--- src/rtl/vga_sync_decoder.sv ---
// Receive-side VGA timing decoder: recovers pixel coordinates, frame pulses and lock
// from a sampled hsync/vsync/rgb stream. Optional colour probe under VGA_DEC_PROBE_EN.
module vga_sync_decoder #(
    parameter int H_VIS    = 640,
    parameter int H_FP     = 16,
    parameter int H_SYNC   = 96,
    parameter int H_BP     = 48,
    parameter int V_VIS    = 480,
    parameter int V_FP     = 10,
    parameter int V_SYNC   = 2,
    parameter int V_BP     = 33,
    parameter bit SYNC_POL = 1'b1,
    parameter int PIPE_DLY = 1
) (
    input  logic        sys_clk,
    input  logic        sys_rst_n,
    input  logic        p_tick,
    input  logic        hsync,
    input  logic        vsync,
    input  logic [11:0] rgb,
    input  logic [9:0]  probe_x,
    input  logic [9:0]  probe_y,
    output logic [9:0]  x,
    output logic [9:0]  y,
    output logic        video_on,
    output logic        locked,
    output logic        frame_start,
    output logic [15:0] err_cnt,
    output logic [15:0] frame_cnt,
    output logic [11:0] probe_rgb,
    output logic        probe_valid
);

    localparam logic [9:0] H_LAST = 10'(H_VIS + H_FP + H_SYNC + H_BP - 1);
    localparam logic [9:0] V_LAST = 10'(V_VIS + V_FP + V_SYNC + V_BP - 1);
    localparam logic [9:0] HS_BEG = 10'(H_VIS + H_FP);
    localparam logic [9:0] HS_END = 10'(H_VIS + H_FP + H_SYNC - 1);
    localparam logic [9:0] VS_BEG = 10'(V_VIS + V_FP);
    localparam logic [9:0] VS_END = 10'(V_VIS + V_FP + V_SYNC - 1);
    localparam logic [9:0] H_VIS_C = 10'(H_VIS);
    localparam logic [9:0] V_VIS_C = 10'(V_VIS);

    typedef enum logic [1:0] {SEARCH, HALIGN, LOCKED} state_e;

    typedef struct packed {
        logic       vld;
        logic       vis;
        logic [9:0] h;
        logic [9:0] v;
    } coord_t;

    state_e      state_q, state_d;
    logic [9:0]  h_cnt_q, h_cnt_d, v_cnt_q, v_cnt_d;
    logic        hs_prev_q, vs_prev_q;
    logic [15:0] err_cnt_q, err_cnt_d;
    logic [15:0] frame_cnt_q, frame_cnt_d;
    logic        frame_start_q, frame_start_d;
    coord_t      pipe_q [0:PIPE_DLY];
    coord_t      pipe_d [0:PIPE_DLY];
    coord_t      cur, out_d;

    logic       hs_act, vs_act, hs_rise, vs_rise;
    logic       h_wrap, hs_exp, vs_exp, hs_bad, vs_bad, err_evt;
    logic [9:0] h_nxt, v_nxt;

    assign hs_act  = (hsync == SYNC_POL);
    assign vs_act  = (vsync == SYNC_POL);
    assign hs_rise = hs_act & ~hs_prev_q;
    assign vs_rise = vs_act & ~vs_prev_q;

    // Position this tick's sample occupies if the stream is on time.
    assign h_wrap = (h_cnt_q == H_LAST);
    assign h_nxt  = h_wrap ? 10'd0 : h_cnt_q + 10'd1;
    assign v_nxt  = !h_wrap ? v_cnt_q : ((v_cnt_q == V_LAST) ? 10'd0 : v_cnt_q + 10'd1);
    assign hs_exp = (h_nxt >= HS_BEG) && (h_nxt <= HS_END);
    assign vs_exp = (v_nxt >= VS_BEG) && (v_nxt <= VS_END);
    assign hs_bad = (hs_act != hs_exp);
    assign vs_bad = (vs_act != vs_exp);

    always_comb begin
        state_d = state_q;
        h_cnt_d = h_cnt_q;
        v_cnt_d = v_cnt_q;
        err_evt = 1'b0;
        if (p_tick) begin
            case (state_q)
                SEARCH: begin
                    if (hs_rise) begin
                        h_cnt_d = HS_BEG;
                        state_d = HALIGN;
                    end
                end
                HALIGN: begin
                    h_cnt_d = h_nxt;
                    v_cnt_d = v_nxt;
                    if (hs_bad) begin
                        err_evt = 1'b1;
                        state_d = SEARCH;
                    end else if (vs_rise) begin
                        v_cnt_d = VS_BEG;
                        state_d = LOCKED;
                    end
                end
                LOCKED: begin
                    h_cnt_d = h_nxt;
                    v_cnt_d = v_nxt;
                    if (hs_bad || vs_bad) begin
                        err_evt = 1'b1;
                        state_d = SEARCH;
                    end
                end
                default: state_d = SEARCH;
            endcase
        end
    end

    assign err_cnt_d = (err_evt && (err_cnt_q != 16'hFFFF)) ? err_cnt_q + 16'd1 : err_cnt_q;

    // Coordinate delay line keeps x/y aligned with the lagging rgb; emptied whenever unlocked.
    always_comb begin
        cur.vld = 1'b1;
        cur.vis = (h_cnt_d < H_VIS_C) && (v_cnt_d < V_VIS_C);
        cur.h   = h_cnt_d;
        cur.v   = v_cnt_d;
        for (int k = 0; k <= PIPE_DLY; k++) pipe_d[k] = pipe_q[k];
        if (state_d != LOCKED) begin
            for (int k = 0; k <= PIPE_DLY; k++) pipe_d[k] = '0;
        end else if (p_tick) begin
            pipe_d[0] = cur;
            for (int k = 1; k <= PIPE_DLY; k++) pipe_d[k] = pipe_q[k-1];
        end
    end

    assign out_d         = pipe_d[PIPE_DLY];
    assign frame_start_d = p_tick && (state_d == LOCKED) && out_d.vld &&
                           (out_d.h == 10'd0) && (out_d.v == 10'd0);
    assign frame_cnt_d   = frame_start_d ? frame_cnt_q + 16'd1 : frame_cnt_q;

    always_ff @(posedge sys_clk or negedge sys_rst_n) begin
        if (!sys_rst_n) begin
            state_q       <= SEARCH;
            h_cnt_q       <= '0;
            v_cnt_q       <= '0;
            hs_prev_q     <= 1'b0;
            vs_prev_q     <= 1'b0;
            err_cnt_q     <= '0;
            frame_cnt_q   <= '0;
            frame_start_q <= 1'b0;
            for (int k = 0; k <= PIPE_DLY; k++) pipe_q[k] <= '0;
        end else begin
            state_q       <= state_d;
            h_cnt_q       <= h_cnt_d;
            v_cnt_q       <= v_cnt_d;
            err_cnt_q     <= err_cnt_d;
            frame_cnt_q   <= frame_cnt_d;
            frame_start_q <= frame_start_d;
            for (int k = 0; k <= PIPE_DLY; k++) pipe_q[k] <= pipe_d[k];
            if (p_tick) begin
                hs_prev_q <= hs_act;
                vs_prev_q <= vs_act;
            end
        end
    end

    assign locked      = (state_q == LOCKED);
    assign x           = pipe_q[PIPE_DLY].h;
    assign y           = pipe_q[PIPE_DLY].v;
    assign video_on    = pipe_q[PIPE_DLY].vld & pipe_q[PIPE_DLY].vis;
    assign err_cnt     = err_cnt_q;
    assign frame_cnt   = frame_cnt_q;
    assign frame_start = frame_start_q;

`ifdef VGA_DEC_PROBE_EN
    logic [11:0] probe_rgb_q, probe_rgb_d;
    logic        probe_valid_q, probe_hit;

    // Only visible pixels can match, so off-screen probe coordinates never fire.
    assign probe_hit   = p_tick && (state_d == LOCKED) && out_d.vld && out_d.vis &&
                         (out_d.h == probe_x) && (out_d.v == probe_y);
    assign probe_rgb_d = probe_hit ? rgb : probe_rgb_q;

    always_ff @(posedge sys_clk or negedge sys_rst_n) begin
        if (!sys_rst_n) begin
            probe_rgb_q   <= '0;
            probe_valid_q <= 1'b0;
        end else begin
            probe_rgb_q   <= probe_rgb_d;
            probe_valid_q <= probe_hit;
        end
    end

    assign probe_rgb   = probe_rgb_q;
    assign probe_valid = probe_valid_q;
`else
    logic unused_probe;
    assign unused_probe = ^{rgb, probe_x, probe_y};
    assign probe_rgb    = '0;
    assign probe_valid  = 1'b0;
`endif

endmodule

--- config.mk ---
export PLATFORM = sky130hd
export DESIGN_NAME = vga_sync_decoder
export DESIGN_NICKNAME = d
export VERILOG_FILES = /design/src/rtl/vga_sync_decoder.sv
export SDC_FILE = /design/constraint.sdc
export NUM_CORES = 1
export LEC_CHECK = 0
export CORE_ASPECT_RATIO = 1.5
export CORE_MARGIN = 2
export CORE_UTILIZATION = 50
export DETAILED_ROUTE_END_ITERATION = 10
export PLACE_DENSITY = 0.86
export SLEW_MARGIN = 20
export SYNTH_ARGS = -nofsm -noshare
export SYNTH_HDL_FRONTEND = slang
export SYNTH_SLANG_ARGS = --single-unit
--- constraint.sdc ---
create_clock -name sys_clk -period 5.05 [get_ports sys_clk]
set_input_delay 0.505 -clock sys_clk [delete_from_list [all_inputs] [get_ports sys_clk]]
set_output_delay 0.505 -clock sys_clk [all_outputs]
set_load 0.005 [all_outputs]
==> reports/summary.md, run 1 <==
The run finished with clean final reports. The tools report the post-placement cell area as 6070 um2. The width of the die is 90.7 um.

The detailed-route vias per instance was 6.29. STA classifies the critical path endpoint as a register. Violation count after the first detailed-routing iteration: 490. The initial antenna violation count came out at 0.

Summed over all layers, the routed wires come to 13,100 um. In the layout the commonest cells are 101 x dfrtp_1, 58 x clkdlybuf4s50_1, 46 x a22o_1, 37 x nand2_1, 23 x o21ai_0. In the synthesized netlist the dominant register cell turns out to be dfrtp_1. In the final layout, the share of cells above drive strength 1 is 8.92%.

The insertion delay of the later-clocked pin in the worst-skew pair is 0.35 ns, and the net count of the finished layout is 614. The placed instance count is 703, and the highest ir drop seen on vdd is 0.188 mV. Summing the areas of all compound-gate instances in the mapped netlist gives 16.9% of the synthesized area.

Once detail routing completed, the nets flagged for antenna violations numbered 0. The via count of the first global-routing pass was 4,439; the synthesized instance count was 548. The launching element of the worst setup path is h_cnt_q[0]. The synthesized design contains 0 enable-type register cells. Across all layers, the routed design uses 4,520 vias. The part of the cycle the worst path needs was 87.0%. At the worst endpoint, the required time is 5.29 ns. The library cell used most frequently in the layout, excluding fill and tap cells, is dfrtp_1. The root cell of the clock tree was clkbuf_16.

The logs give 0.00807 ns for the clock skew after layout and 36.1% for the max-slew headroom at the worst pin. From bottom edge to top edge, the die measures 134 um. Summed over all layers, the global routing overflow is 0. The routability congestion estimate from global placement was 0.925; the count of port buffers added during placement was 59.

The filler cells instantiated in the layout total 956. Simple-gate area share of the yosys netlist: 22.1%. Maximum number of pins on one net before global-route repair: 61. The count of maximum capacitance violations was 0; the final critical-path required period was 4.39 ns. After Yosys synthesis, XOR and XNOR cells account for 4.82% of the synthesized area.

The slew at the pin closest to its max-slew limit works out to 0.956 ns. In this run, post-CTS hold repair placed 0 buffers. Setup repair after global routing left no endpoint under its margin.

The final-report max-slew violation count is 0, and the count of TritonRoute iterations in the first routing pass is 5. The worst setup path is launched from a register. In the global route stage, overall resource usage came out at 22.2%. Synthesized area per cell: 10.3 um2.

By area, the combinational part of the netlist is dominated by simple AND/OR/NAND/NOR gates. Adder and majority cell fraction of the synthesized area: 2.22%. In this run the worst path has a maximum fanout of 18. The cell area that synthesis handed to floorplanning was 5640 um2. For the number of core rows, the log shows 47.

The logs give 0.731 ns for the worst setup slack before clock tree synthesis and 0 for the post-CTS resize count. Compared with the post-synthesis result, the final layout area differs by 13.3%. The clock-pin slew on the worst setup and hold paths was 0.07 ns; the maximum number of buffers from clock root to sink was 2. The mux contribution to synthesized area works out to 1.18%. Summed over all nets, the half-perimeter wirelength after detailed placement is 9220 um. The worst register-to-register path begins at h_cnt_q[0]. The effective utilization at floorplan was 51.3%; the total of warnings raised by yosys was 0.

For the clock buffer count from CTS, the log shows 9. Setup violations remaining at the end of the flow were counted as 0. For this design the static power due to leakage is 0.00281 uW. TritonCTS built the clock tree. The run gives 3 as the total number of H-tree levels. 0 antenna diodes ended up in the layout. In the post-route analysis, the smallest setup slack over all paths is 0.656 ns. The floorplan step defined a core boundary enclosing 11,000 um2.

The logs give 64 for the number of distinct standard cells referenced by the synthesized netlist and 2500 uW for the sum of internal, switching and leakage power. The arrival time reported for the critical path endpoint came out at 4.64 ns. The area of all placed cells without fillers was 6390 um2; the average wire per cell in the routed design was 18.2 um.

In this run, synthesis produced a sequential element count of 101. The clock sink count was 101; the number of ports placed on the die boundary was 105. The area of the die came out at 12,200 um2. For the post-CTS setup repair buffer count, the log shows 0. Maximum achievable frequency: 228 MHz. Share of async-settable or async-resettable flops after synthesis: 100%. The path category of the worst min-delay check is primary input to async pin. The number of hold violations in the final report is 0.

Adding up every negative setup slack in the final design gives 0 ns. Of the synthesized area, sequential elements account for 44.8%. After detailed routing, the number of remaining DRC violations is 0. The first global-routing pass estimated 21,800 um of wire.

After the flow finishes, the layout carries non-filler instances totaling 719. Power density over the cells: 392 nW/um2. The critical path is of the register to register type.
## state kept, by name, indices dropped and copies added (netlist names)
register / cells
pipe_q: 24
err_cnt: 16
frame_cnt: 16
h_cnt_q: 10
v_cnt_q: 10
x: 10
y: 10
state_q: 2
frame_start: 1
hs_prev_q: 1
vs_prev_q: 1
## final timing paths
check,end,slack [ns],cells after the start
min in group sys_clk,frame_cnt[15],0.47,1
max,frame_cnt[1],0.66,10
min reg2reg,frame_cnt[15],0.47,1
min,frame_cnt[7],0.21,1
max in group asynchronous,y[5],3.82,2
max reg2reg,frame_cnt[1],0.66,10
## area by class of cell
| cell class | count | area [um2] | area share, % |
|---|---|---|---|
| clock buffers | 10 | 239 | 3.74 |
| clock inverters | 6 | 77.6 | 1.21 |
| multi-input cells | 385 | 2720 | 42.5 |
| inverters | 7 | 26.3 | 0.411 |
| repair buffers | 63 | 618 | 9.68 |
| well taps | 147 | 184 | 2.88 |
| flip-flops and latches | 101 | 2530 | 39.6 |
## stage by stage
stage | utilization, % | hold slack, ns
2_1_floorplan | - | 0.209
3_3_place_gp | 55.2 | 0.459
3_5_place_dp | 55.2 | 0.461
4_1_cts | 58.1 | 0.242
5_1_grt | 58.1 | 0.268
6_report | 58.1 | 0.207
## metal layers
| metal | wire (um) | vias to the layer above | GRT usage, % |
|---|---|---|---|
| met1 | 5180 | 2233 | 26.9 |
| met5 | 0 | - | 0 |
| met2 | 6460 | 185 | 36.5 |
| met4 | 737 | 0 | 14.8 |
| li1 | - | 2047 | - |
| met3 | 740 | 55 | 3.60 |
## where the power goes
| part | switching [uW] | total, uW | internal, uW | leakage (uW) |
|---|---|---|---|---|
| logic | 473 | 724 | 251 | 0.00128 |
| registers | 157 | 1050 | 889 | 0.00138 |
| clock network | 326 | 734 | 407 | 0.000153 |
## cells in the mapped netlist, types with 3 or more instances
library cell	instances	share of area, %
dfrtp_1	101	45
a22o_1	46	7.1
nand2_1	37	2.5
buf_4	35	4.7
o21ai_0	23	2.0
and3_1	20	2.2
nand4_1	20	2.2
a21oi_1	19	1.7
nand3_1	18	1.6
nor2_1	18	1.2
clkbuf_1	17	1.1
xor2_1	16	2.5
xnor2_1	15	2.3
nor3_1	11	0.98
nor4_1	11	1.2
buf_2	10	0.89
ha_1	10	2.2
nor4_2	9	2.0
inv_1	7	0.47
nor4b_1	7	1.1
and2_1	6	0.67
nand2b_1	6	0.67
a31oi_1	5	0.55
mux2_2	5	1.0
o211ai_1	5	0.67
and4_1	4	0.62
nor2b_1	4	0.44
nor3b_1	4	0.53
buf_6	3	0.60
o21a_1	3	0.40
o22ai_1	3	0.33
or3_1	3	0.33
or4_1	3	0.40
## logic make-up after synthesis
logic type,count (synthesis)
mux,6
other cells,1
simple gates,197
flops,101
compound gates,128
buf+inv,74
xor+xnor,31
fa+ha+maj,10
## worst max-delay path, stage by stage (launching register included)
cell and delay [ns]:
dfrtp_1 0.47, ha_1 0.36, and4_1 0.34, and3_1 0.35, a2111oi_0 0.57, o211ai_1 0.21
o21a_1 0.24, or3b_1 0.40, a22o_1 0.52, nor4b_4 0.44, mux2_2 0.37
Power figures use the tool's default switching activity.
==> run 2, diff against run 1 <==
CORE_UTILIZATION = 48   (was 50)
clock period = 3.6 ns   (was 5.05 ns; I/O delays follow)
==> reports/summary.md, run 2 (synthesized netlist as in run 1, its figures left out) <==
The total routed wirelength was 13,700 um (was 13,100 um). The run gives 0 (unchanged) as the total setup violations reported at the end of the flow. Top library cells by usage in the layout, fill and taps aside: 101 x dfrtp_1, 58 x clkdlybuf4s50_1, 46 x a22o_1, 37 x nand2_1, 24 x buf_4 (was 101 x dfrtp_1, 58 x clkdlybuf4s50_1, 46 x a22o_1, 37 x nand2_1, 23 x o21ai_0). Clock sink count: 101 (unchanged).

For the arrival time reported for the critical path endpoint, the log shows 3.80 ns (was 4.64 ns). Worst setup slack before clock tree synthesis: 0.140 ns (was 0.731 ns). The tools report the root cell of the clock tree as clkbuf_16 (unchanged).

The slew at the pin closest to its max-slew limit is 0.591 ns (was 0.956 ns), and the final critical-path required period is 3.52 ns (was 4.39 ns). The run gives 49.1% (was 51.3%) as the effective utilization at floorplan. The post-layout worst setup margin is 0.0843 ns (was 0.656 ns). TritonCTS built the clock tree. For the post-DP HPWL, the log shows 9690 um (was 9220 um). The logs give 0.08 ns (was 0.66 ns) for the setup slack of the most critical reg-to-reg path and 0 (unchanged) for the number of design rule violations left after detail routing. The clock-pin slew on the worst setup and hold paths works out to 0.07 ns (about the same). The area of the die came out at 12,600 um2 (was 12,200 um2). The worst flop-to-flop path startpoint is v_cnt_q[0] (was h_cnt_q[0]).

The number of core rows was 48 (was 47). The destination of the critical timing path is pipe_q[40] (was frame_cnt[1]). The maximum fanout encountered on the critical timing path was 21 (was 18); the final-report max-slew violation count was 0 (unchanged). The run gives 0.00542 ns (was 0.00807 ns) as the clock skew after layout. For the initial antenna violation count, the log shows 0 (unchanged).

The tools report the kind of capture point of the worst setup path as a register (unchanged). The detailed-route vias per instance is 6.14 (was 6.29). The total inserted antenna cells is 0 (unchanged), and the global routing usage summed across all routing layers is 21.7% (was 22.2%). The leakage component of the power was 0.00291 uW (was 0.00281 uW). The y dimension of the die is 137 um (was 134 um). The logs give 105 (unchanged) for the number of ports placed on the die boundary and 60.1% (was 36.1%) for the max-slew headroom at the worst pin. The maximum number of pins on one net before global-route repair was 49 (was 61); the maximum achievable frequency was 284 MHz (was 228 MHz).

The fraction of final layout cells sized beyond drive strength 1 was 12.6% (was 8.92%). The average wire per cell in the routed design works out to 18.5 um (was 18.2 um). The power density over the cells came out at 530 nW/um2 (was 392 nW/um2). For the final hold slack, the log shows 0.433 ns (was 0.207 ns). The logs give 3 (unchanged) for the total number of H-tree levels and 5 (unchanged) for the count of TritonRoute iterations in the first routing pass. The run gives 727 (was 703) as the placed instance count. The tools report the worst flop-to-flop path endpoint as pipe_q[40] (was frame_cnt[1]).

The logs give 4,311 (was 4,439) for the via count of the first global-routing pass and 0.34 ns (was 0.35 ns) for the insertion delay of the later-clocked pin in the worst-skew pair. The count of port buffers added during placement came out at 59 (unchanged). For the routability congestion estimate from global placement, the log shows 0.921 (was 0.925).

The most frequent standard cell in the layout excluding fill and tap cells is dfrtp_1 (unchanged). The path category of the worst min-delay check is primary input to async pin (unchanged). The startpoint-to-endpoint class of the critical path was register to register (unchanged). The fill cell instance count of the final layout is 962 (was 956), and the placeable core region is 11,500 um2 (was 11,000 um2). The run gives 2 (unchanged) as the maximum number of buffers from clock root to sink. The part of the cycle the worst path needs is 97.7% (was 87.0%), and the highest ir drop seen on vdd is 0.289 mV (was 0.188 mV). For the share of the core filled with cells, the log shows 57.5% (was 58.1%). Launching element of the worst setup path: v_cnt_q[0] (was h_cnt_q[0]). The number of cells in the finished layout apart from fillers is 744 (was 719), and the number of cells on the worst reg-to-reg path is 13 (was 10). The final-layout setup total negative slack is 0 ns (unchanged).

The clock buffer count from CTS is 9 (unchanged), and the number of hold violations in the final report is 0 (unchanged). The count of maximum capacitance violations came out at 0 (unchanged). The post-CTS setup repair buffer count was 0 (unchanged).

The overall via count from detail_route is 4,566 (was 4,520). The width of the die is 92.5 um (was 90.7 um). The launching element type of the critical path was a register (unchanged).

The global-route wire length before repair was 21,700 um (was 21,800 um). The data required time at the worst endpoint is 3.88 ns (was 5.29 ns). The register with the highest flop count was pipe_q (unchanged). The flow ran to the end, and the final reports show no timing, DRC or antenna violations. Flip-flop count of the largest register, all copies and words added: 24 (unchanged). The tools report the remaining global-route overflow as 0 (unchanged). Final antenna-violating net count: 0 (unchanged).

The synthesis-to-finish area growth works out to 16.9% (was 13.3%). The tools report the net count of the finished layout as 637 (was 614). For the violation count after the first detailed-routing iteration, the log shows 356 (was 490).
==> run 2: changes by cell type in the layout (fill, tap and decap cells not counted), sizes merged <==
cell,before,now
clkinvlp,1,2
buf,5,26
clkinv,1,2
inv,10,9
bufinv,1,0
dlygate4sd3,0,1
==> run 2: timing repair <==
item / CTS / global route
hold buffers: 1 / 0
hold endpoints to repair: 20 / 0
endpoints found under the setup margin: 0 / 8
resized for setup: 0 / 5
==> run 2: per-layer routing <==
layer	vias to the layer above	GRT usage, %	wire length (um)
met5	-	0	0
met1	2274	26.6	5390
met3	36	3.91	729
met4	0	11.2	554
met2	173	36.5	7070
li1	2083	-	-
==> run 2: how the worst min path moves through the flow <==
stage | start | to | slack, ns
after floorplan | sys_rst_n | err_cnt[0] | 0.06
after global placement | sys_rst_n | v_cnt_q[7] | 0.27
after detailed placement | sys_rst_n | v_cnt_q[7] | 0.27
after CTS | sys_rst_n | y[4] | 0.44
after global routing | sys_rst_n | y[4] | 0.45
final | sys_rst_n | y[4] | 0.43
==> run 2: final cells by class <==
cell class / count / area, um2 / area share (%)
clock buffers: 9 / 225 / 3.42
flip-flops and latches: 101 / 2530 / 38.3
well taps: 150 / 188 / 2.85
inverters: 7 / 26.3 / 0.399
repair buffers: 86 / 836 / 12.7
multi-input cells: 385 / 2740 / 41.6
clock inverters: 6 / 48.8 / 0.740
==> run 2: critical path, stage by stage, from the launching register on <==
cell	delay [ns]
dfrtp_1	0.42
inv_1	0.13
ha_1	0.16
nand4_1	0.13
or4_4	0.53
a211oi_2	0.22
o211ai_1	0.15
o21a_1	0.26
or3b_1	0.41
a22o_1	0.27
buf_12	0.19
nor2_4	0.20
clkbuf_16	0.22
a22o_1	0.16
==> run 2: stage by stage <==
stage	instance area (um2)	power, uW
after floorplan	5680	2220
after global placement	6260	2510
after detailed placement	6260	2570
after CTS	6540	3470
after global routing	6590	3690
final	6590	3490
==> run 2: power breakdown <==
part           switching (uW)  leakage, uW  internal (uW)
clock network             430     0.000130            472
logic                     725      0.00141            432
registers                 187      0.00138           1250
